--- config.mk ---
export PLATFORM = sky130hd
export DESIGN_NAME = uart_frame_parser_flat
export DESIGN_NICKNAME = d
export VERILOG_FILES = /design/src/rtl/uart_frame_pkg.sv /design/src/rtl/uart_frame_parser_if.sv /design/src/rtl/uart_byte_timer.sv /design/src/rtl/uart_frame_parser.sv /design/src/flat_wrapper.sv
export SDC_FILE = /design/constraint.sdc
export NUM_CORES = 1
export LEC_CHECK = 0
export CAP_MARGIN = 10
export CORE_MARGIN = 2
export CORE_UTILIZATION = 61
export DETAILED_ROUTE_END_ITERATION = 16
export PLACE_DENSITY = 0.85
export SYNTH_ARGS = -nofsm -noshare
export SYNTH_HDL_FRONTEND = slang
export SYNTH_SLANG_ARGS = --single-unit
--- constraint.sdc ---
create_clock -name clk -period 4.35 [get_ports clk]
set_clock_uncertainty 0.15 [all_clocks]
set_input_delay 0.435 -clock clk [delete_from_list [all_inputs] [get_ports clk]]
set_output_delay 0.435 -clock clk [all_outputs]
set_load 0.02 [all_outputs]
--- src/rtl/uart_frame_pkg.sv ---
// Shared types and constants for the UART frame parser: FSM states, error
// codes, default sync marker and the modulo-256 checksum helper.
package uart_frame_pkg;

  typedef enum logic [1:0] {
    S_SYNC    = 2'd0,
    S_LEN     = 2'd1,
    S_PAYLOAD = 2'd2,
    S_CHECK   = 2'd3
  } state_e;

  typedef logic [1:0] err_code_t;

  localparam err_code_t ERR_NONE = 2'd0;
  localparam err_code_t ERR_CHK  = 2'd1;
  localparam err_code_t ERR_LEN  = 2'd2;
  localparam err_code_t ERR_TO   = 2'd3;

  localparam logic [7:0] DEFAULT_SYNC_BYTE = 8'hAA;

  // Checksum accumulation deliberately wraps at 8 bits.
  function automatic logic [7:0] sum8(input logic [7:0] a, input logic [7:0] b);
    return a + b;
  endfunction

endpackage

--- src/rtl/uart_frame_parser_if.sv ---
// Byte-in / frame-out bundle between the UART receiver side (master) and the
// frame parser (slave).
interface uart_frame_parser_if #(
  parameter int unsigned MAX_PAYLOAD = 8
);
  logic [7:0]               rx_data;
  logic                     rx_valid;
  logic [MAX_PAYLOAD*8-1:0] payload;
  logic [7:0]               payload_len;
  logic                     frame_ok;
  logic                     frame_err;
  logic [1:0]               err_code;
  logic                     busy;

  modport master (
    output rx_data, rx_valid,
    input  payload, payload_len, frame_ok, frame_err, err_code, busy
  );

  modport slave (
    input  rx_data, rx_valid,
    output payload, payload_len, frame_ok, frame_err, err_code, busy
  );
endinterface

--- src/rtl/uart_byte_timer.sv ---
// Inter-byte silence counter; expire pulses for one cycle when the count
// reaches TO_CYC-1 while running and not being cleared.
module uart_byte_timer #(
  parameter int unsigned TO_CYC = 200
) (
  input  logic clk,
  input  logic res,
  input  logic clear,
  input  logic run,
  output logic expire
);
  localparam int unsigned CW = (TO_CYC > 1) ? $clog2(TO_CYC) : 1;
  localparam logic [CW-1:0] LAST = CW'(TO_CYC - 1);

  logic [CW-1:0] cnt_q, cnt_d;

  // A byte arriving on the expiry cycle suppresses the pulse.
  assign expire = run && !clear && (cnt_q == LAST);

  always_comb begin
    cnt_d = cnt_q + CW'(1);
    if (clear || !run || expire) begin
      cnt_d = '0;
    end
  end

  always_ff @(posedge clk) begin
    if (res) begin
      cnt_q <= '0;
    end else begin
      cnt_q <= cnt_d;
    end
  end
endmodule

--- src/rtl/uart_frame_parser.sv ---
// Sync-hunting, length-prefixed frame parser with an 8-bit additive checksum
// and an inter-byte timeout; publishes the last good payload as a flat vector.
module uart_frame_parser
  import uart_frame_pkg::*;
#(
  parameter int unsigned CLK           = 50,
  parameter int unsigned BAUD_RATE     = 9600,
  parameter int unsigned MAX_PAYLOAD   = 8,
  parameter logic [7:0]  SYNC_BYTE     = DEFAULT_SYNC_BYTE,
  parameter int unsigned TIMEOUT_BYTES = 4
) (
  input logic               clk,
  input logic               res,
  uart_frame_parser_if.slave bus
);
  localparam int unsigned TO_CYC = 32'(64'(TIMEOUT_BYTES) * 64'd10 * 64'(CLK) * 64'd1000000
                                       / 64'(BAUD_RATE));
  localparam logic [7:0] MAX_LEN = 8'(MAX_PAYLOAD);

  state_e     state_q, state_d;
  logic [7:0] len_q, len_d;
  logic [7:0] acc_q, acc_d;
  logic [7:0] idx_q, idx_d;
  logic [7:0] payload_len_q, payload_len_d;
  logic       frame_ok_q, frame_ok_d;
  logic       frame_err_q, frame_err_d;
  err_code_t  err_code_q, err_code_d;
  logic       shadow_clr, shadow_wr, commit;
  logic       expire;
  logic       rx_valid;
  logic [7:0] rx_data;

  assign rx_valid = bus.rx_valid;
  assign rx_data  = bus.rx_data;

  uart_byte_timer #(
    .TO_CYC(TO_CYC)
  ) u_timer (
    .clk   (clk),
    .res   (res),
    .clear (rx_valid),
    .run   (state_q != S_SYNC),
    .expire(expire)
  );

  always_ff @(posedge clk) begin
    if (res) begin
      state_q <= S_SYNC;
    end else begin
      state_q <= state_d;
    end
  end

  always_comb begin
    state_d = state_q;
    if (rx_valid) begin
      case (state_q)
        S_SYNC: begin
          if (rx_data == SYNC_BYTE) state_d = S_LEN;
        end
        S_LEN: begin
          if (rx_data > MAX_LEN)      state_d = S_SYNC;
          else if (rx_data == 8'd0)   state_d = S_CHECK;
          else                        state_d = S_PAYLOAD;
        end
        S_PAYLOAD: begin
          if (idx_q == len_q - 8'd1) state_d = S_CHECK;
        end
        S_CHECK: state_d = S_SYNC;
        default: state_d = S_SYNC;
      endcase
    end else if (expire) begin
      state_d = S_SYNC;
    end
  end

  always_comb begin
    len_d         = len_q;
    acc_d         = acc_q;
    idx_d         = idx_q;
    payload_len_d = payload_len_q;
    err_code_d    = err_code_q;
    frame_ok_d    = 1'b0;
    frame_err_d   = 1'b0;
    shadow_clr    = 1'b0;
    shadow_wr     = 1'b0;
    commit        = 1'b0;
    if (rx_valid) begin
      case (state_q)
        S_LEN: begin
          if (rx_data > MAX_LEN) begin
            frame_err_d = 1'b1;
            err_code_d  = ERR_LEN;
          end else begin
            len_d      = rx_data;
            acc_d      = rx_data;
            idx_d      = '0;
            shadow_clr = 1'b1;
          end
        end
        S_PAYLOAD: begin
          shadow_wr = 1'b1;
          acc_d     = sum8(acc_q, rx_data);
          idx_d     = idx_q + 8'd1;
        end
        S_CHECK: begin
          if (sum8(acc_q, rx_data) == 8'd0) begin
            commit        = 1'b1;
            payload_len_d = len_q;
            frame_ok_d    = 1'b1;
          end else begin
            frame_err_d = 1'b1;
            err_code_d  = ERR_CHK;
          end
        end
        default: ;
      endcase
    end else if (expire) begin
      frame_err_d = 1'b1;
      err_code_d  = ERR_TO;
    end
  end

  always_ff @(posedge clk) begin
    if (res) begin
      len_q         <= '0;
      acc_q         <= '0;
      idx_q         <= '0;
      payload_len_q <= '0;
      frame_ok_q    <= 1'b0;
      frame_err_q   <= 1'b0;
      err_code_q    <= ERR_NONE;
    end else begin
      len_q         <= len_d;
      acc_q         <= acc_d;
      idx_q         <= idx_d;
      payload_len_q <= payload_len_d;
      frame_ok_q    <= frame_ok_d;
      frame_err_q   <= frame_err_d;
      err_code_q    <= err_code_d;
    end
  end

  // Shadow bytes collect the frame in flight; payload bytes only move on commit,
  // so aborted frames never reach the published vector.
  genvar gi;
  for (gi = 0; gi < MAX_PAYLOAD; gi++) begin : g_byte
    logic [7:0] shadow_q, shadow_d;
    logic [7:0] payload_q, payload_d;

    always_comb begin
      shadow_d = shadow_q;
      if (shadow_clr) begin
        shadow_d = '0;
      end else if (shadow_wr && (idx_q == 8'(gi))) begin
        shadow_d = rx_data;
      end
      payload_d = commit ? shadow_q : payload_q;
    end

    always_ff @(posedge clk) begin
      if (res) begin
        shadow_q  <= '0;
        payload_q <= '0;
      end else begin
        shadow_q  <= shadow_d;
        payload_q <= payload_d;
      end
    end

    assign bus.payload[8*gi +: 8] = payload_q;
  end

  assign bus.payload_len = payload_len_q;
  assign bus.frame_ok    = frame_ok_q;
  assign bus.frame_err   = frame_err_q;
  assign bus.err_code    = err_code_q;
  assign bus.busy        = (state_q != S_SYNC);
endmodule

--- src/flat_wrapper.sv ---
// flat-port wrapper written by rule: the top's interface ports become plain ports
module uart_frame_parser_flat import uart_frame_pkg::*;
#(
  parameter int unsigned CLK           = 50,
  parameter int unsigned BAUD_RATE     = 9600,
  parameter int unsigned MAX_PAYLOAD   = 8,
  parameter logic [7:0]  SYNC_BYTE     = DEFAULT_SYNC_BYTE,
  parameter int unsigned TIMEOUT_BYTES = 4
)
  (clk, res, bus_rx_data, bus_rx_valid, bus_payload, bus_payload_len, bus_frame_ok, bus_frame_err, bus_err_code, bus_busy);
  uart_frame_parser_if #(.MAX_PAYLOAD(MAX_PAYLOAD)) bus_i ();
  input logic clk;
  input logic res;
  input wire logic [$bits(bus_i.rx_data)-1:0] bus_rx_data;
  input wire logic [$bits(bus_i.rx_valid)-1:0] bus_rx_valid;
  output wire logic [$bits(bus_i.payload)-1:0] bus_payload;
  output wire logic [$bits(bus_i.payload_len)-1:0] bus_payload_len;
  output wire logic [$bits(bus_i.frame_ok)-1:0] bus_frame_ok;
  output wire logic [$bits(bus_i.frame_err)-1:0] bus_frame_err;
  output wire logic [$bits(bus_i.err_code)-1:0] bus_err_code;
  output wire logic [$bits(bus_i.busy)-1:0] bus_busy;
  assign bus_i.rx_data = bus_rx_data;
  assign bus_i.rx_valid = bus_rx_valid;
  assign bus_payload = bus_i.payload;
  assign bus_payload_len = bus_i.payload_len;
  assign bus_frame_ok = bus_i.frame_ok;
  assign bus_frame_err = bus_i.frame_err;
  assign bus_err_code = bus_i.err_code;
  assign bus_busy = bus_i.busy;
  uart_frame_parser #(.CLK(CLK), .BAUD_RATE(BAUD_RATE), .MAX_PAYLOAD(MAX_PAYLOAD), .SYNC_BYTE(SYNC_BYTE), .TIMEOUT_BYTES(TIMEOUT_BYTES)) u_core (.clk(clk), .res(res), .bus(bus_i));
endmodule
==> metrics <==
status=complete, no violations; worst vdd ir=0.000211 V; top cells by area, synth=dfxtp_1, mux2i_1, nand2b_1, nor2_1, ha_1; FF+latch count, synth=184; Post-Synth XOR/XNOR Area=3.66%; register share of total power=48.3%; HP Class=flop to flop; Top-Level Pins=88; Pleak=3.49 nW; Worst-path clk slew=0.06 ns; wire per inst=15.2 um; Mapped Nets=901; Final GP Congestion=0.946; Yosys top cell by area=dfxtp_1; mux contribution to synthesized area=16.6%; critical path endpoint category=flop; Final Hold Vio Count=0; CP required=4.56 ns; sw frac=20.3%; layout cells sized above 1=6.00%; max_cap viols=0; Syn Std Cell Area=8370 um2; core box area=13300 um2; Post-CTS Setup Bufs=0; cell family with most CP delay=buffers and inverters; final period utilization=74.2%; Via Count=6117; Yosys top cell area share=44.0%; initial core utilization=62.7%; grt ovf=0; routing usage on met2=39.9%; net switching power figure=0.707 mW; ant diodes=0; Peak Freq=310 MHz; post-layout min period=3.23 ns; simple-gate area share of the yosys netlist=24.0%; Synth Area in Compound Gates=4.35%; Inserted Clock Buffers=17; post-synthesis cell count=875; hold-fix buffers at CTS=0; H-tree depth=4; Total Routing Usage GR=24.2%; startpoint types=primary input; async set or reset register ratio after synthesis=0%; Die W=121 um; sequential fraction of the synthesis area=44.0%; DRT iter0 DRCs=413; Slew @ Worst Pin=0.913 ns; unique cell type count in the Yosys netlist=56; Syn. warnings=0; Die Area=14700 um2; met1 GRT Util=32.0%; initial antenna violation count=0; number of port buffers=87; Clk pwr share=48.6%; critical path's largest stage delay=0.53 ns; Avg Cell Area, Syn=9.57 um2; ANT nets after route=0; vias in the first global route=5907; Slew Limit Fails=0; Most used DFF post-synth=dfxtp_1; worst path cell trace=clkdlybuf4s50_1, ha_1, inv_1, fa_1, nor2b_1, o31ai_1, a21boi_0, or4_4, nor4_4, buf_12, mux2i_1; first-pass GRT wire length=28300 um; Place WS=0.684 ns; DRC Markers=0; final setup fails=0; Synth Area in Adders=2.33%; Setup WS post-layout=1.12 ns; Chip Height=121 um; main combinational cell family by area after synthesis=simple AND/OR/NAND/NOR gates; slowest CP cell=or4_4; combinational power share=3.1%; CTS tree=done; Pwr Density=353 nW/um2; CTS resizes=0; DP HPWL=11100 um; standard-cell rows=42; setup TNS=0 ns; Int Pwr=2.78 mW; first drt pass iteration count=5; CP max FO=58; M3 GR Usage=5.26%; Synth-to-Final Area Change=17.9%; Clock Sinks=184; crit path buf inv count=3; Avg Vias per Cell=5.43; Root Buffer=clkbuf_16; Slew HR=38.2%; largest net degree at the start of global routing=109; critical path class=primary input to flop; drt total wl=17200 um; RSZ-0062 raised after global routing=no; Data arrival, critical path=3.44 ns; Post-synth EDFFs=0; maximum clock insertion buffer count=2; global-route layer with the greatest usage=met2; clock latency on the worst-skew pair=0.43 ns; Final #Nets=963
[power groups by stage]
stage,logic (mW),registers [mW],clock network [mW]
floorplan,0.0722,1.72,0
global placement,0.106,1.72,0
detailed placement,0.106,1.72,0
CTS,0.107,1.68,1.72
global route,0.117,1.68,1.78
finish,0.108,1.68,1.70
[cell families after synthesis]
logic type,Yosys count
mux,139
simple gates,377
buf+inv,74
fa+ha+maj,15
compound gates,51
xor+xnor,35
flops,184
[routing by layer]
metal  wire (um)  up-vias
met4         228        0
met3         703       16
li1            -     3036
met5           0        -
met2        8220      135
met1        8020     2930
[synthesized netlist by cell type (all sizes together), types with 3 or more instances]
library cell  count
dfxtp           184
nand2b          150
mux2i           138
nor2            125
clkbuf           37
nand2            31
buf              21
xor2             19
nand3            18
inv              16
xnor2            16
a21oi            14
ha               14
nor3             10
and3              8
a211oi            6
nand4             5
nor2b             5
nor4              5
o21ai             5
o31ai             4
or4               4
a311oi            3
and2              3
o211ai            3
[tightest hold or removal path, stage by stage (launching register included)]
cell and delay (ns):
dfxtp_1 0.32, nand2_1 0.05, a21oi_1 0.05
[flip-flops by register name (all words and copies together), names as in the netlist]
register,count
u_core.len_q,8
u_core.idx_q,8
u_core.u_timer.cnt_q,18
u_core.bus.payload_len,8
u_core.bus.err_code,2
u_core.bus.frame_err,1
u_core.bus.frame_ok,1
u_core.g_byte.payload_q,64
u_core.state_q,2
u_core.acc_q,8
u_core.g_byte.shadow_q,64
[area by class of cell]
cell class | count | area, um2
flip-flops and latches | 184 | 3680
repair buffers | 101 | 986
inverters | 16 | 60.1
well taps | 176 | 220
clock inverters | 10 | 190
fillers | 1004 | 3480
multi-input cells | 617 | 4260
clock buffers | 22 | 464
[cells in the final DEF (no fill, tap or decap), types with 5 or more instances in the layout]
| cell type | n |
|---|---|
| buf_4 | 14 |
| nor3_1 | 10 |
| ha_1 | 14 |
| nand4_1 | 5 |
| xnor2_1 | 16 |
| bufinv_16 | 5 |
| clkbuf_16 | 17 |
| inv_1 | 16 |
| nand2b_1 | 150 |
| and3_1 | 8 |
| a211oi_1 | 6 |
| nor2_1 | 125 |
| xor2_1 | 19 |
| nand2_1 | 31 |
| mux2i_1 | 138 |
| nor2b_1 | 5 |
| a21oi_1 | 14 |
| clkdlybuf4s50_1 | 86 |
| dfxtp_1 | 184 |
| nand3_1 | 14 |
[final timing paths]
path,from,end,slack [ns],cells past startpoint
max,bus_rx_data[0],u_core.g_byte[1].payload_q[6],1.12,11
max reg2reg,u_core.acc_q[0],u_core.g_byte[1].payload_q[6],1.28,10
min reg2reg,u_core.acc_q[5],u_core.acc_q[5],0.31,2
min,u_core.acc_q[5],u_core.acc_q[5],0.31,2
[stage by stage]
step,hold WS (ns),total power [mW],instance area (um2),std cells,utilization [%]
finish,0.314,3.49,9870,1126,73.9
global route,0.339,3.58,9870,1126,73.9
CTS,0.311,3.51,9870,1126,73.9
detailed placement,0.302,1.83,9210,1094,69.0
global placement,0.293,1.83,9210,1094,69.0
floorplan,0.286,1.79,8370,875,-
No activity file was read; power rests on OpenSTA's default activity.
